### src/rtl/mips_ctrl_defines.sv
// Shared encodings for the multicycle MIPS main controller.
// States, aluOp codes, mux selects, opcodes and the control word.
package mips_ctrl_defines;

  typedef enum logic [3:0] {
    FETCH  = 4'd0,
    DECODE = 4'd1,
    MEMADR = 4'd2,
    MEMRD  = 4'd3,
    MEMWB  = 4'd4,
    MEMWR  = 4'd5,
    REXEC  = 4'd6,
    RWB    = 4'd7,
    IEXEC  = 4'd8,
    IWB    = 4'd9,
    BRANCH = 4'd10,
    JUMP   = 4'd11
  } state_t;

  localparam logic [2:0] ALUOP_ADD   = 3'b000;
  localparam logic [2:0] ALUOP_SUB   = 3'b001;
  localparam logic [2:0] ALUOP_RTYPE = 3'b010;
  localparam logic [2:0] ALUOP_ITYPE = 3'b011;

  localparam logic [1:0] PCSRC_ALU    = 2'b00;
  localparam logic [1:0] PCSRC_ALUOUT = 2'b01;
  localparam logic [1:0] PCSRC_JUMP   = 2'b10;

  localparam logic [1:0] SRCB_REG   = 2'b00;
  localparam logic [1:0] SRCB_FOUR  = 2'b01;
  localparam logic [1:0] SRCB_IMM   = 2'b10;
  localparam logic [1:0] SRCB_IMMSH = 2'b11;

  localparam logic [5:0] OP_RTYPE = 6'b000000;
  localparam logic [5:0] OP_J     = 6'b000010;
  localparam logic [5:0] OP_BEQ   = 6'b000100;
  localparam logic [5:0] OP_BNE   = 6'b000101;
  localparam logic [5:0] OP_ADDI  = 6'b001000;
  localparam logic [5:0] OP_SLTI  = 6'b001010;
  localparam logic [5:0] OP_ANDI  = 6'b001100;
  localparam logic [5:0] OP_ORI   = 6'b001101;
  localparam logic [5:0] OP_XORI  = 6'b001110;
  localparam logic [5:0] OP_LW    = 6'b100011;
  localparam logic [5:0] OP_SW    = 6'b101011;

  typedef struct packed {
    logic       mem_req;
    logic       mem_write;
    logic       i_or_d;
    logic       ir_write;
    logic       pc_write;
    logic       branch_eq;
    logic       branch_ne;
    logic [1:0] pc_src;
    logic       alu_src_a;
    logic [1:0] alu_src_b;
    logic       zero_ext;
    logic [2:0] alu_op;
    logic       reg_write;
    logic       reg_dst;
    logic       mem_to_reg;
    logic       illegal_op;
  } ctrl_t;

  function automatic logic is_itype(input logic [5:0] op);
    return (op == OP_ADDI) || (op == OP_SLTI) || (op == OP_ANDI) ||
           (op == OP_ORI)  || (op == OP_XORI);
  endfunction

  function automatic logic is_zext(input logic [5:0] op);
    return (op == OP_ANDI) || (op == OP_ORI) || (op == OP_XORI);
  endfunction

endpackage

### src/rtl/mips_ctrl_decode.sv
// Combinational control-word decode from state, opcode and mem_ready.
// Unused state encodings decode to an all-zero word.
module mips_ctrl_decode
  import mips_ctrl_defines::*;
(
  input  state_t     st,
  input  logic [5:0] opcode,
  input  logic       mem_ready,
  output ctrl_t      cw
);

  logic legal;

  always_comb begin
    legal = is_itype(opcode) || (opcode == OP_LW) ||
            (opcode == OP_SW) || (opcode == OP_RTYPE) ||
            (opcode == OP_BEQ) || (opcode == OP_BNE) ||
            (opcode == OP_J);
  end

  always_comb begin
    cw = '0;
    case (st)
      FETCH: begin
        cw.mem_req   = 1'b1;
        cw.alu_src_b = SRCB_FOUR;
        cw.alu_op    = ALUOP_ADD;
        cw.pc_src    = PCSRC_ALU;
        cw.ir_write  = mem_ready;
        cw.pc_write  = mem_ready;
      end
      DECODE: begin
        cw.alu_src_b  = SRCB_IMMSH;
        cw.alu_op     = ALUOP_ADD;
        cw.illegal_op = !legal;
      end
      MEMADR: begin
        cw.alu_src_a = 1'b1;
        cw.alu_src_b = SRCB_IMM;
        cw.alu_op    = ALUOP_ADD;
      end
      MEMRD: begin
        cw.mem_req = 1'b1;
        cw.i_or_d  = 1'b1;
      end
      MEMWR: begin
        cw.mem_req   = 1'b1;
        cw.mem_write = 1'b1;
        cw.i_or_d    = 1'b1;
      end
      MEMWB: begin
        cw.reg_write  = 1'b1;
        cw.mem_to_reg = 1'b1;
      end
      REXEC: begin
        cw.alu_src_a = 1'b1;
        cw.alu_src_b = SRCB_REG;
        cw.alu_op    = ALUOP_RTYPE;
      end
      RWB: begin
        cw.reg_write = 1'b1;
        cw.reg_dst   = 1'b1;
      end
      IEXEC: begin
        cw.alu_src_a = 1'b1;
        cw.alu_src_b = SRCB_IMM;
        cw.alu_op    = ALUOP_ITYPE;
        cw.zero_ext  = is_zext(opcode);
      end
      IWB: cw.reg_write = 1'b1;
      BRANCH: begin
        cw.alu_src_a = 1'b1;
        cw.alu_src_b = SRCB_REG;
        cw.alu_op    = ALUOP_SUB;
        cw.pc_src    = PCSRC_ALUOUT;
        cw.branch_eq = (opcode == OP_BEQ);
        cw.branch_ne = (opcode == OP_BNE);
      end
      JUMP: begin
        cw.pc_write = 1'b1;
        cw.pc_src   = PCSRC_JUMP;
      end
      default: cw = '0;
    endcase
  end

endmodule

### src/rtl/mips_multicycle_ctrl.sv
// Main control FSM of the multicycle MIPS core.
// Holds the state register and next-state logic; outputs come from the decoder.
module mips_multicycle_ctrl
  import mips_ctrl_defines::*;
#(
  parameter int STATE_W = 4
) (
  input  logic               clk,
  input  logic               rst,
  input  logic [5:0]         opcode,
  input  logic               mem_ready,
  output logic               mem_req,
  output logic               mem_write,
  output logic               i_or_d,
  output logic               ir_write,
  output logic               pc_write,
  output logic               branch_eq,
  output logic               branch_ne,
  output logic [1:0]         pc_src,
  output logic               alu_src_a,
  output logic [1:0]         alu_src_b,
  output logic               zero_ext,
  output logic [2:0]         alu_op,
  output logic               reg_write,
  output logic               reg_dst,
  output logic               mem_to_reg,
  output logic               illegal_op,
  output logic [STATE_W-1:0] state
);

  state_t cur, nxt;
  ctrl_t  cw, cw_q;

  always_ff @(posedge clk or posedge rst) begin
    if (rst) cur <= FETCH;
    else     cur <= nxt;
  end

  always_comb begin
    nxt = FETCH;
    case (cur)
      FETCH:  nxt = mem_ready ? DECODE : FETCH;
      DECODE: begin
        if (opcode == OP_LW || opcode == OP_SW) nxt = MEMADR;
        else if (opcode == OP_RTYPE)            nxt = REXEC;
        else if (opcode == OP_BEQ ||
                 opcode == OP_BNE)              nxt = BRANCH;
        else if (opcode == OP_J)                nxt = JUMP;
        else if (is_itype(opcode))              nxt = IEXEC;
        else                                    nxt = FETCH;
      end
      MEMADR: nxt = (opcode == OP_SW) ? MEMWR : MEMRD;
      MEMRD:  nxt = mem_ready ? MEMWB : MEMRD;
      MEMWR:  nxt = mem_ready ? FETCH : MEMWR;
      REXEC:  nxt = RWB;
      IEXEC:  nxt = IWB;
      default: nxt = FETCH;
    endcase
  end

  mips_ctrl_decode u_dec (
    .st        (cur),
    .opcode    (opcode),
    .mem_ready (mem_ready),
    .cw        (cw)
  );

  // Reset masks the word combinationally so writes stop the instant rst rises.
  assign cw_q = rst ? '0 : cw;

  assign mem_req    = cw_q.mem_req;
  assign mem_write  = cw_q.mem_write;
  assign i_or_d     = cw_q.i_or_d;
  assign ir_write   = cw_q.ir_write;
  assign pc_write   = cw_q.pc_write;
  assign branch_eq  = cw_q.branch_eq;
  assign branch_ne  = cw_q.branch_ne;
  assign pc_src     = cw_q.pc_src;
  assign alu_src_a  = cw_q.alu_src_a;
  assign alu_src_b  = cw_q.alu_src_b;
  assign zero_ext   = cw_q.zero_ext;
  assign alu_op     = cw_q.alu_op;
  assign reg_write  = cw_q.reg_write;
  assign reg_dst    = cw_q.reg_dst;
  assign mem_to_reg = cw_q.mem_to_reg;
  assign illegal_op = cw_q.illegal_op;
  assign state      = rst ? '0 : STATE_W'(cur);

endmodule

### config.mk
export PLATFORM = sky130hd
export DESIGN_NAME = mips_multicycle_ctrl
export DESIGN_NICKNAME = d
export VERILOG_FILES = /design/src/rtl/mips_ctrl_defines.sv /design/src/rtl/mips_ctrl_decode.sv /design/src/rtl/mips_multicycle_ctrl.sv
export SDC_FILE = /design/constraint.sdc
export NUM_CORES = 1
export LEC_CHECK = 0
export ABC_CLOCK_PERIOD_IN_PS = 1200
export BUFFER_PORTS_ARGS = -buffer_cell sky130_fd_sc_hd__buf_2
export CELL_PAD_IN_SITES_DETAIL_PLACEMENT = 0
export CELL_PAD_IN_SITES_GLOBAL_PLACEMENT = 2
export CORE_MARGIN = 3
export CORE_UTILIZATION = 21
export DETAILED_ROUTE_END_ITERATION = 8
export PLACE_DENSITY = 0.78
export SETUP_SLACK_MARGIN = 0.1
export SYNTH_ARGS = -nofsm -noshare
export SYNTH_HDL_FRONTEND = slang
export SYNTH_SLANG_ARGS = --single-unit
### constraint.sdc
create_clock -name clk -period 1.2 [get_ports clk]
set_input_delay 0.06 -clock clk [delete_from_list [all_inputs] [get_ports clk]]
set_output_delay 0.06 -clock clk [all_outputs]
set_load 0.01 [all_outputs]
Yosys cells after proc, flatten, opt, wreduce, memory -nomap -nowiden --
Index checks and enable logic that the tools add are counted.
Cells by class: equality and inequality tests 21, multiplexer cells 27, reductions and logical operators 22
Operators with widths (number):
- 6-bit by 4-bit == test with 1-bit output (second input constant) | 5
- 4-bit case mux with 7 select lines | 1
- 4-bit two-way mux | 6
- 20-bit two-way mux | 1
- 4-bit by 3-bit == test with 1-bit output (second input constant) | 4
- 4-bit == test (second input constant) | 4
- 1-bit logical OR | 14
- 6-bit by 3-bit == test with 1-bit output (second input constant) | 2
- 6-bit == test (second input constant) | 2
- 2-bit case mux with 3 select lines | 2
- 1-bit two-way mux | 11
- 3-bit two-way mux | 3
- 4-bit by 2-bit == test with 1-bit output (second input constant) | 2
- 6-bit by 2-bit == test with 1-bit output (second input constant) | 1
- 6-bit logical NOT | 1
- 3-bit OR reduction | 2
- 4-bit by 1-bit == test with 1-bit output (second input constant) | 1
- 4-bit logical NOT | 1
- 2-bit case mux with 2 select lines | 1
- 2-bit OR reduction | 2
- 4-bit OR reduction | 1
- 2-bit two-way mux | 1
- 1-bit case mux with 2 select lines | 1
- 1-bit logical NOT | 1
Word-level totals: flip-flop bits (word level) 4, input bits 9

Logic depth before layout (Yosys ltp) --
Gate-level depths: netlist of the first run.
word-level depth 14, depth in mapped cells 5

Cells and area by module --
A second synthesis of the first run with hierarchy kept.
Unflattened totals: cells, all modules 114, area total of the unflattened synthesis 784.5 µm²
Modules (own cells, without submodules):
- mips_multicycle_ctrl | times used 1, cells each 60, area each 446.7 µm², sequential area each 100.1 µm²
- mips_ctrl_decode | times used 1, cells each 54, area each 337.8 µm², sequential area each 0.0 µm²

Worst setup path before layout of the first run --
No wires, ideal clock.
path kind flip-flop to output port, start point register cur[1], end point output mem_req, data arrival time 1.399 ns, required time 1.140 ns, path slack -0.259 ns, cell stages (with the launch flop) 5, path buffers 1, path through dfrtp_1 > buf_2 > nor2_1 > nor2_1 > a2111oi_0
Between the ends: word-level cells in the longest chain between the ends 4, elaborated cells between the ends (all ways) 6, those cells by class 2 x eq/ne; 2 x mux; 2 x reduce/logical
RTL lines:
- from (decl) | RTL line mips_multicycle_ctrl.sv:31 | state_t cur, nxt;
- from (signal assigned) | RTL line mips_multicycle_ctrl.sv:36 | else cur <= nxt;
- 4-bit by 2-bit == test with 1-bit output (tied with other cells) | RTL line mips_ctrl_decode.sv:23 | case (st)
- 3-bit OR reduction (no source line) (*)
- 1-bit two-way mux (*) | RTL line mips_ctrl_decode.sv:23
- 20-bit two-way mux (*) | RTL line mips_multicycle_ctrl.sv:69 | assign cw_q = rst ? '0 : cw;
- to (decl) | RTL line mips_multicycle_ctrl.sv:12 | output logic mem_req,
Mark *: on every way between the ends. The rest lies on a longest branch, timed or not.

Worst setup path after layout of the first run --
start point register cur[3], end point output illegal_op
Between the ends: word-level cells in the longest chain between the ends 3
RTL lines:
- 4-bit by 1-bit == test with 1-bit output | RTL line mips_ctrl_decode.sv:23
- 1-bit two-way mux | RTL line mips_ctrl_decode.sv:23
- 20-bit two-way mux | RTL line mips_multicycle_ctrl.sv:69
- to (decl) | RTL line mips_multicycle_ctrl.sv:27 | output logic illegal_op,
Every way passes these cells.

==> results of run 1 <==
-- cell families (layout without fill, tap and decap cells) --
group           count (synthesis)  after routing
simple gates                   56             56
compound gates                 20             20
buf+inv                        13             82
flops                           4              4
other cells                     1              1
xor+xnor                        1              1
mux                             1              1
-- final cells by class --
| class | count | area (um2) |
|---|---|---|
| clock buffer | 3 | 22.5 |
| fill | 295 | 1520 |
| inverter | 3 | 13.8 |
| multi-input combinational | 79 | 820 |
| sequential | 4 | 104 |
| tap | 44 | 55.1 |
| timing repair buffer | 76 | 597 |
-- layer usage --
| layer | part of all wire | track usage | wire [um] |
|---|---|---|---|
| met2 | 0.54 | 0.259 | 1710 |
| met5 | 0 | 0 | 0 |
| met4 | 0.010 | 0.0686 | 33 |
| met3 | 0.035 | 0.0176 | 110 |
| met1 | 0.41 | 0.181 | 1300 |
-- critical path: stages, from the launching register on --
cell,delay [ns]
dfrtp_2,0.45
buf_6,0.15
nor2_4,0.16
nand3b_1,0.14
and3b_1,0.24
buf_2,0.13
-- synthesized netlist by cell type (2+ instances only) --
cell type	instances
or4b_1	2
nand2_1	6
nor3b_1	3
and3_1	2
buf_6	2
nand4b_1	2
a2111oi_0	2
and3b_1	2
nand2b_1	2
a211oi_1	2
o31a_1	2
inv_1	2
o21ai_0	2
nor2_1	6
nor2b_1	9
clkbuf_1	3
o21bai_1	2
nor4_1	4
nor4b_1	2
nand3b_1	2
nor3_1	5
dfrtp_1	4
buf_2	3
-- final timing paths --
kind	slack [ns]	cells past startpoint	to	startpoint
worst max-delay path	-0.37	5	illegal_op	cur[3]$_DFF_PP0_
worst min-delay path	0.07	4	cur[0]$_DFF_PP0_	rst
worst max register to register	-0.15	6	cur[3]$_DFF_PP0_	cur[0]$_DFF_PP0_
worst min register to register	0.82	3	cur[0]$_DFF_PP0_	cur[3]$_DFF_PP0_
max in group asynchronous	1.02	4	cur[3]$_DFF_PP0_	rst
min in group clk	0.15	3	cur[0]$_DFF_PP0_	mem_ready
-- power groups by stage --
stage          registers [mW]  clock network, mW  logic (mW)
2_1_floorplan           0.221                  0        1.21
3_3_place_gp            0.290                  0        1.69
3_5_place_dp            0.298                  0        1.70
4_1_cts                 0.301              0.172        2.25
5_1_grt                 0.301              0.173        2.95
6_report                0.290              0.163        2.79
-- layout by cell type (no fill, tap or decap), drive strengths merged --
cell type,synthesis,routed
a2111oi,2,2
a211oi,2,2
a21oi,1,1
a31o,1,1
a31oi,1,1
and3,2,2
and3b,2,2
buf,7,76
clkbuf,3,3
conb,1,1
dfrtp,4,4
inv,3,3
mux2i,1,1
nand2,7,7
nand2b,2,2
nand3,1,1
nand3b,2,2
nand4,1,1
nand4b,2,2
nor2,7,7
nor2b,9,9
nor3,5,5
nor3b,3,3
nor4,4,4
nor4b,2,2
o211ai,2,2
o21a,1,1
o21ai,3,3
o21bai,2,2
o22ai,1,1
o2bb2ai,1,1
o31a,2,2
o31ai,1,1
or2,1,1
or2b,1,1
or3,1,1
or4,2,2
or4b,2,2
xnor2,1,1
-- through the flow --
stage	power, mW	area, um2	hold WS (ns)	utilization	instances
floorplan	1.43	825	-0.166	-	96
detailed placement	2.00	1170	0.210	0.375	192
global route	3.43	1610	0.0817	0.515	209
finish	3.24	1610	0.0682	0.515	209
CTS	2.72	1410	0.0330	0.452	203
global placement	1.98	1170	0.209	0.375	192
-- timing repair --
action	in CTS	in global routing
resized for setup	41	32
pin swaps	11	11
setup buffers	8	7
setup endpoints to repair	27	27
==> flow_summary.json, run 1 <==
{
  "ys_seq_elements": 4,
  "synth_top_area_frac": 0.141,
  "violations": "negative setup slack",
  "gr-total-overflow": 0,
  "dieWidth_um": 64.1,
  "post-route-period-util": 1.31,
  "critPathKind": "reg -> out",
  "hold_buffers": 0,
  "synthesis.nets": 105,
  "clkPwrFrac": 0.050,
  "vias_per_cell": 4.83,
  "place_congestion": 0.864,
  "dieArea_um2": 4110,
  "status": "finished, violations left",
  "rsz0062_at_grt": "true",
  "cp.required_ns": 1.14,
  "clock_path_buffers": 2,
  "synth_fa_ha_area_frac": 0,
  "wl_per_cell_um": 15.1,
  "min_period_ns": 1.57,
  "synth_ff_type": "dfrtp_1",
  "tns_ns": -6.01,
  "largest_reg_flops": 4,
  "synthTopCellsByArea": "dfrtp_1, nor2b_1, nor3_1",
  "ir_drop_v": 0.000595,
  "clock-sinks": 4,
  "drc": 0,
  "cp-end-kind": "output port",
  "leakage_nw": 0.715,
  "regMostFlops": "cur",
  "yosys.area_share.simple": 0.499,
  "slew_viol_final": 0,
  "drt_iter0_markers": 17,
  "io-pin-count": 33,
  "path_clk_slew_ns": 0.04,
  "dp_slack_ns": -0.168,
  "fin_ws_ns": -0.374,
  "num_vias": 1009,
  "dr.pass1.iters": 5,
  "grt_pass1_vias": 1026,
  "seq_power_share": 0.090,
  "cp.arrival_ns": 1.51,
  "place.port_buffers": 31,
  "rows": 20,
  "critPathLaunchType": "register",
  "skew_ns": 0.00238,
  "drive_gt1_frac": 0.758,
  "dp_hpwl_um": 2030,
  "cap_violations": 0,
  "p_int_mw": 1.78,
  "grt_pass1_wl_um": 4890,
  "antenna_found_initial": 0,
  "clk_latency_ns": 0.23,
  "synth_compound_area_frac": 0.212,
  "wirelength_um": 3150,
  "fmax_mhz": 635,
  "numCtsBuffers": 3,
  "grt_max_degree": 11,
  "synth_xor_area_frac": 0.0123,
  "coreArea_um2": 3130,
  "reg.largest.list": "cur (4)",
  "cts-root-buf": "clkbuf_4",
  "ys_warn_count": 0,
  "synth-async-reset-ratio": 1.00,
  "worstPathMaxFanout": 6,
  "synth_top_family_by_area": "simple AND/OR/NAND/NOR gates",
  "p_sw_frac": 0.452,
  "cts_tree": "done",
  "n_antenna_cell": 0,
  "syn_area_um2": 709,
  "hold_class": "in -> async",
  "areaGrowthSynthToFinish_pct": 127,
  "fin_nets": 176,
  "ys_seq_area_frac": 0.141,
  "comb_power_share": 0.860,
  "die_h_um": 64.1,
  "h-tree-depth": 1,
  "setup_violations": 26,
  "hold_viol_final": 0,
  "p_switching_mw": 1.46,
  "synth.avg_cell_area_um2": 7.39,
  "synth_cell_type_count": 48,
  "power.density_nw_per_um2": 2010,
  "track_usage": 0.149,
  "synth_edf_count": 0,
  "synth_mux_area_frac": 0.0141,
  "synthCells": 96,
  "ant_nets": 0,
  "yosys.area.top_type": "dfrtp_1",
  "initial_core_util": 0.227
}
Note: power is estimated with default switching activity, not from simulation.
==> run 2, diff against run 1 <==
CELL_PAD_IN_SITES_DETAIL_PLACEMENT = unset   (was 0)
CELL_PAD_IN_SITES_GLOBAL_PLACEMENT = unset   (was 2)
CORE_UTILIZATION = 40   (was 21)
==> run 2 against run 1 <==
The flow now stops in global routing (5_1_grt); synthesized cell count is the same; synthesized area did not move.
==> flow_summary.json, run 2 <==
{
  "status": "aborted with a tool error",
  "failing_step": "global routing (5_1_grt)",
  "error": "[ERROR DPL-0038] Utilization greater than 100%, impossible to legalize",
  "synth.avg_cell_area_um2": 7.39,
  "h-tree-depth": 1,
  "synthTopCellsByArea": "dfrtp_1, nor2b_1, nor3_1",
  "ys_warn_count": 0,
  "dp.cells": 169,
  "synth_ff_type": "dfrtp_1",
  "numCtsBuffers": 3,
  "synthesis.nets": 105,
  "place_congestion": 0.842,
  "clock-sinks": 4,
  "synthCells": 96,
  "rows": 14,
  "initial_core_util": 0.445,
  "yosys-top-cells-count": "nor2b_1, nand2_1, nor2_1",
  "clock_path_buffers": 2,
  "ys_seq_elements": 4,
  "io-pin-count": 33,
  "endpoint_type": "primary output",
  "dieWidth_um": 48.1,
  "yosys.area.top_type": "dfrtp_1",
  "yosysMostFrequentCell": "nor2b_1",
  "place_area_um2": 1120,
  "synth_edf_count": 0,
  "die_h_um": 48.1,
  "place.port_buffers": 31,
  "dp_hpwl_um": 2010,
  "synth-async-reset-ratio": 1.00,
  "dp_slack_ns": -0.199,
  "cts-root-buf": "clkbuf_4",
  "syn_area_um2": 709,
  "synth_cell_type_count": 48,
  "grt_max_degree": 12,
  "ys_seq_area_frac": 0.141,
  "timing.grt.repair.worst_endpoint": "ir_write",
  "synth_top_area_frac": 0.141
}
## run 2: cell counts after synthesis
Identical to the previous run, type by type.
## run 2: timing repair
item                                    in CTS
hold buffers                                 1
pin swaps                                   16
endpoints found under the setup margin      27
setup buffers                               17
endpoints found under the hold margin        4
gates resized for setup                     42
## run 2: cells by family after synthesis
group	synth area share
mux	0.0141
xor+xnor	0.0123
compound gates	0.212
flops	0.141
simple gates	0.499
other cells	0.00529
buf+inv	0.116
## run 2: through the flow
step / TNS (ns) / hold slack [ns]
after CTS: -5.66 / 0.187
after detailed placement: -1.69 / 0.0896
after global placement: -1.01 / 0.0812
after floorplan: -0.130 / -0.166
==> run 3, diff against run 2 <==
ABC_CLOCK_PERIOD_IN_PS = 1550   (was 1200)
CORE_AREA = 3 3 64 66   (was unset)
CORE_MARGIN = unset   (was 3)
CORE_UTILIZATION = unset   (was 40)
DIE_AREA = 0 0 67 69   (was unset)
PLACE_DENSITY = unset   (was 0.78)
PLACE_DENSITY_LB_ADDON = 0.15   (was unset)
SETUP_SLACK_MARGIN = unset   (was 0.1)
clock period = 1.55 ns   (was 1.2 ns; I/O delays follow)
==> run 3 against run 2 <==
The flow now finishes, with violations (negative setup slack).
==> flow_summary.json, run 3 (synthesis gave the netlist of run 1 again) <==
{
  "track_usage": 0.102,
  "wl_met1_um": 1190,
  "dr.pass1.iters": 4,
  "status": "finished, violations left",
  "grt_pass1_vias": 790,
  "n_antenna_cell": 0,
  "clock_path_buffers": 2,
  "cap_violations": 0,
  "cp.arrival_ns": 1.48,
  "rows": 22,
  "die_h_um": 69,
  "final_common_cell": "buf_2",
  "hold_class": "in -> reg",
  "wirelength_um": 2460,
  "areaGrowthSynthToFinish_pct": 62.6,
  "wl_met3_um": 139,
  "clk_latency_ns": 0.21,
  "route.met2.wl_um": 1110,
  "fmax_mhz": 640,
  "cp-end-kind": "output port",
  "skew_ns": 0.00130,
  "worstPathMaxFanout": 8,
  "fin_nets": 150,
  "cp.required_ns": 1.47,
  "cts_tree": "done",
  "drt_iter0_markers": 27,
  "critPathKind": "reg -> out",
  "hold_ws_ns": 0.218,
  "dieArea_um2": 4620,
  "violations": "negative setup slack",
  "clock-sinks": 4,
  "reg.largest.list": "cur (4)",
  "slew_viol_final": 0,
  "regMostFlops": "cur",
  "drive_gt1_frac": 0.540,
  "grt_pass1_wl_um": 3710,
  "dieWidth_um": 67,
  "wl_per_cell_um": 13.2,
  "top_layer": "met4",
  "hold_viol_final": 0,
  "leakage_nw": 0.531,
  "antenna_found_initial": 0,
  "initial_core_util": 0.195,
  "path_clk_slew_ns": 0.03,
  "ant_nets": 0,
  "ir_drop_v": 0.000333,
  "cts-root-buf": "clkbuf_8",
  "h-tree-depth": 1,
  "dp_hpwl_um": 1840,
  "dp_slack_ns": 0.0908,
  "rsz0062_at_grt": "true",
  "critPathLaunchType": "register",
  "numCtsBuffers": 3,
  "place_congestion": 0.733,
  "layout_common_cells": "buf_2, buf_4, nor2b_1",
  "setup_violations": 1,
  "coreArea_um2": 3630,
  "drc": 0,
  "io-pin-count": 33,
  "grt_max_degree": 15,
  "post-route-period-util": 1.01,
  "num_vias": 905,
  "min_period_ns": 1.56,
  "power.density_nw_per_um2": 1540,
  "place.port_buffers": 31,
  "vias_per_cell": 4.84,
  "fin_ws_ns": -0.0114,
  "gr-total-overflow": 0,
  "largest_reg_flops": 4
}
## run 3: worst max-delay path: stages, from the launching register on
cell and delay (ns):
dfrtp_2 0.45, or3_4 0.43, nor3b_1 0.22, buf_2 0.17
## run 3: per-stage QoR
| stage | TNS (ns) | total power [mW] | cells | util | instance area (um2) |
|---|---|---|---|---|---|
| after floorplan | 0 | 0.909 | 96 | - | 709 |
| after global placement | 0 | 1.25 | 177 | 0.260 | 943 |
| after detailed placement | 0 | 1.25 | 177 | 0.260 | 943 |
| after CTS | -0.0714 | 1.58 | 184 | 0.292 | 1060 |
| after global routing | -0.398 | 1.94 | 187 | 0.317 | 1150 |
| final | -0.0114 | 1.78 | 187 | 0.317 | 1150 |
## run 3: area by class of cell
class	count	area [um2]
Tap cell	48	60.1
Multi-Input combinational cell	79	617
Timing Repair Buffer	50	319
Clock buffer	3	41.3
Fill cell	416	2480
Sequential cell	4	105
Inverter	3	11.3
## run 3: path summary, 6_finish.rpt
check | from | to | slack, ns | depth (start not counted)
worst max-delay path | cur[1]$_DFF_PP0_ | mem_to_reg | -0.01 | 3
worst min-delay path | mem_ready | cur[0]$_DFF_PP0_ | 0.22 | 3
worst max register to register | cur[2]$_DFF_PP0_ | cur[0]$_DFF_PP0_ | 0.22 | 4
worst min register to register | cur[0]$_DFF_PP0_ | cur[2]$_DFF_PP0_ | 0.79 | 3
max in group asynchronous | rst | cur[3]$_DFF_PP0_ | 0.87 | 4
min in group asynchronous | rst | cur[2]$_DFF_PP0_ | 0.56 | 4
## run 3: repair_timing
| action | in CTS | in global routing |
|---|---|---|
| hold buffers | 1 | 0 |
| setup buffers | 3 | 3 |
| hold endpoints to repair | 4 | 0 |
| setup endpoints to repair | 11 | 11 |
| resized for setup | 11 | 17 |
| pin swaps | 4 | 11 |
## run 3: report_power, final
group / internal (mW) / switching (mW) / leakage (nW)
Combinational: 0.663 / 0.657 / 0.462
Clock: 0.165 / 0.0527 / 0.0216
Sequential: 0.155 / 0.0880 / 0.0475
## run 3: routing by layer
metal | vias to the layer above | track usage
li1 | 448 | -
met4 | 0 | 0.0338
met2 | 35 | 0.151
met3 | 4 | 0.0114
met1 | 418 | 0.150
met5 | - | 0
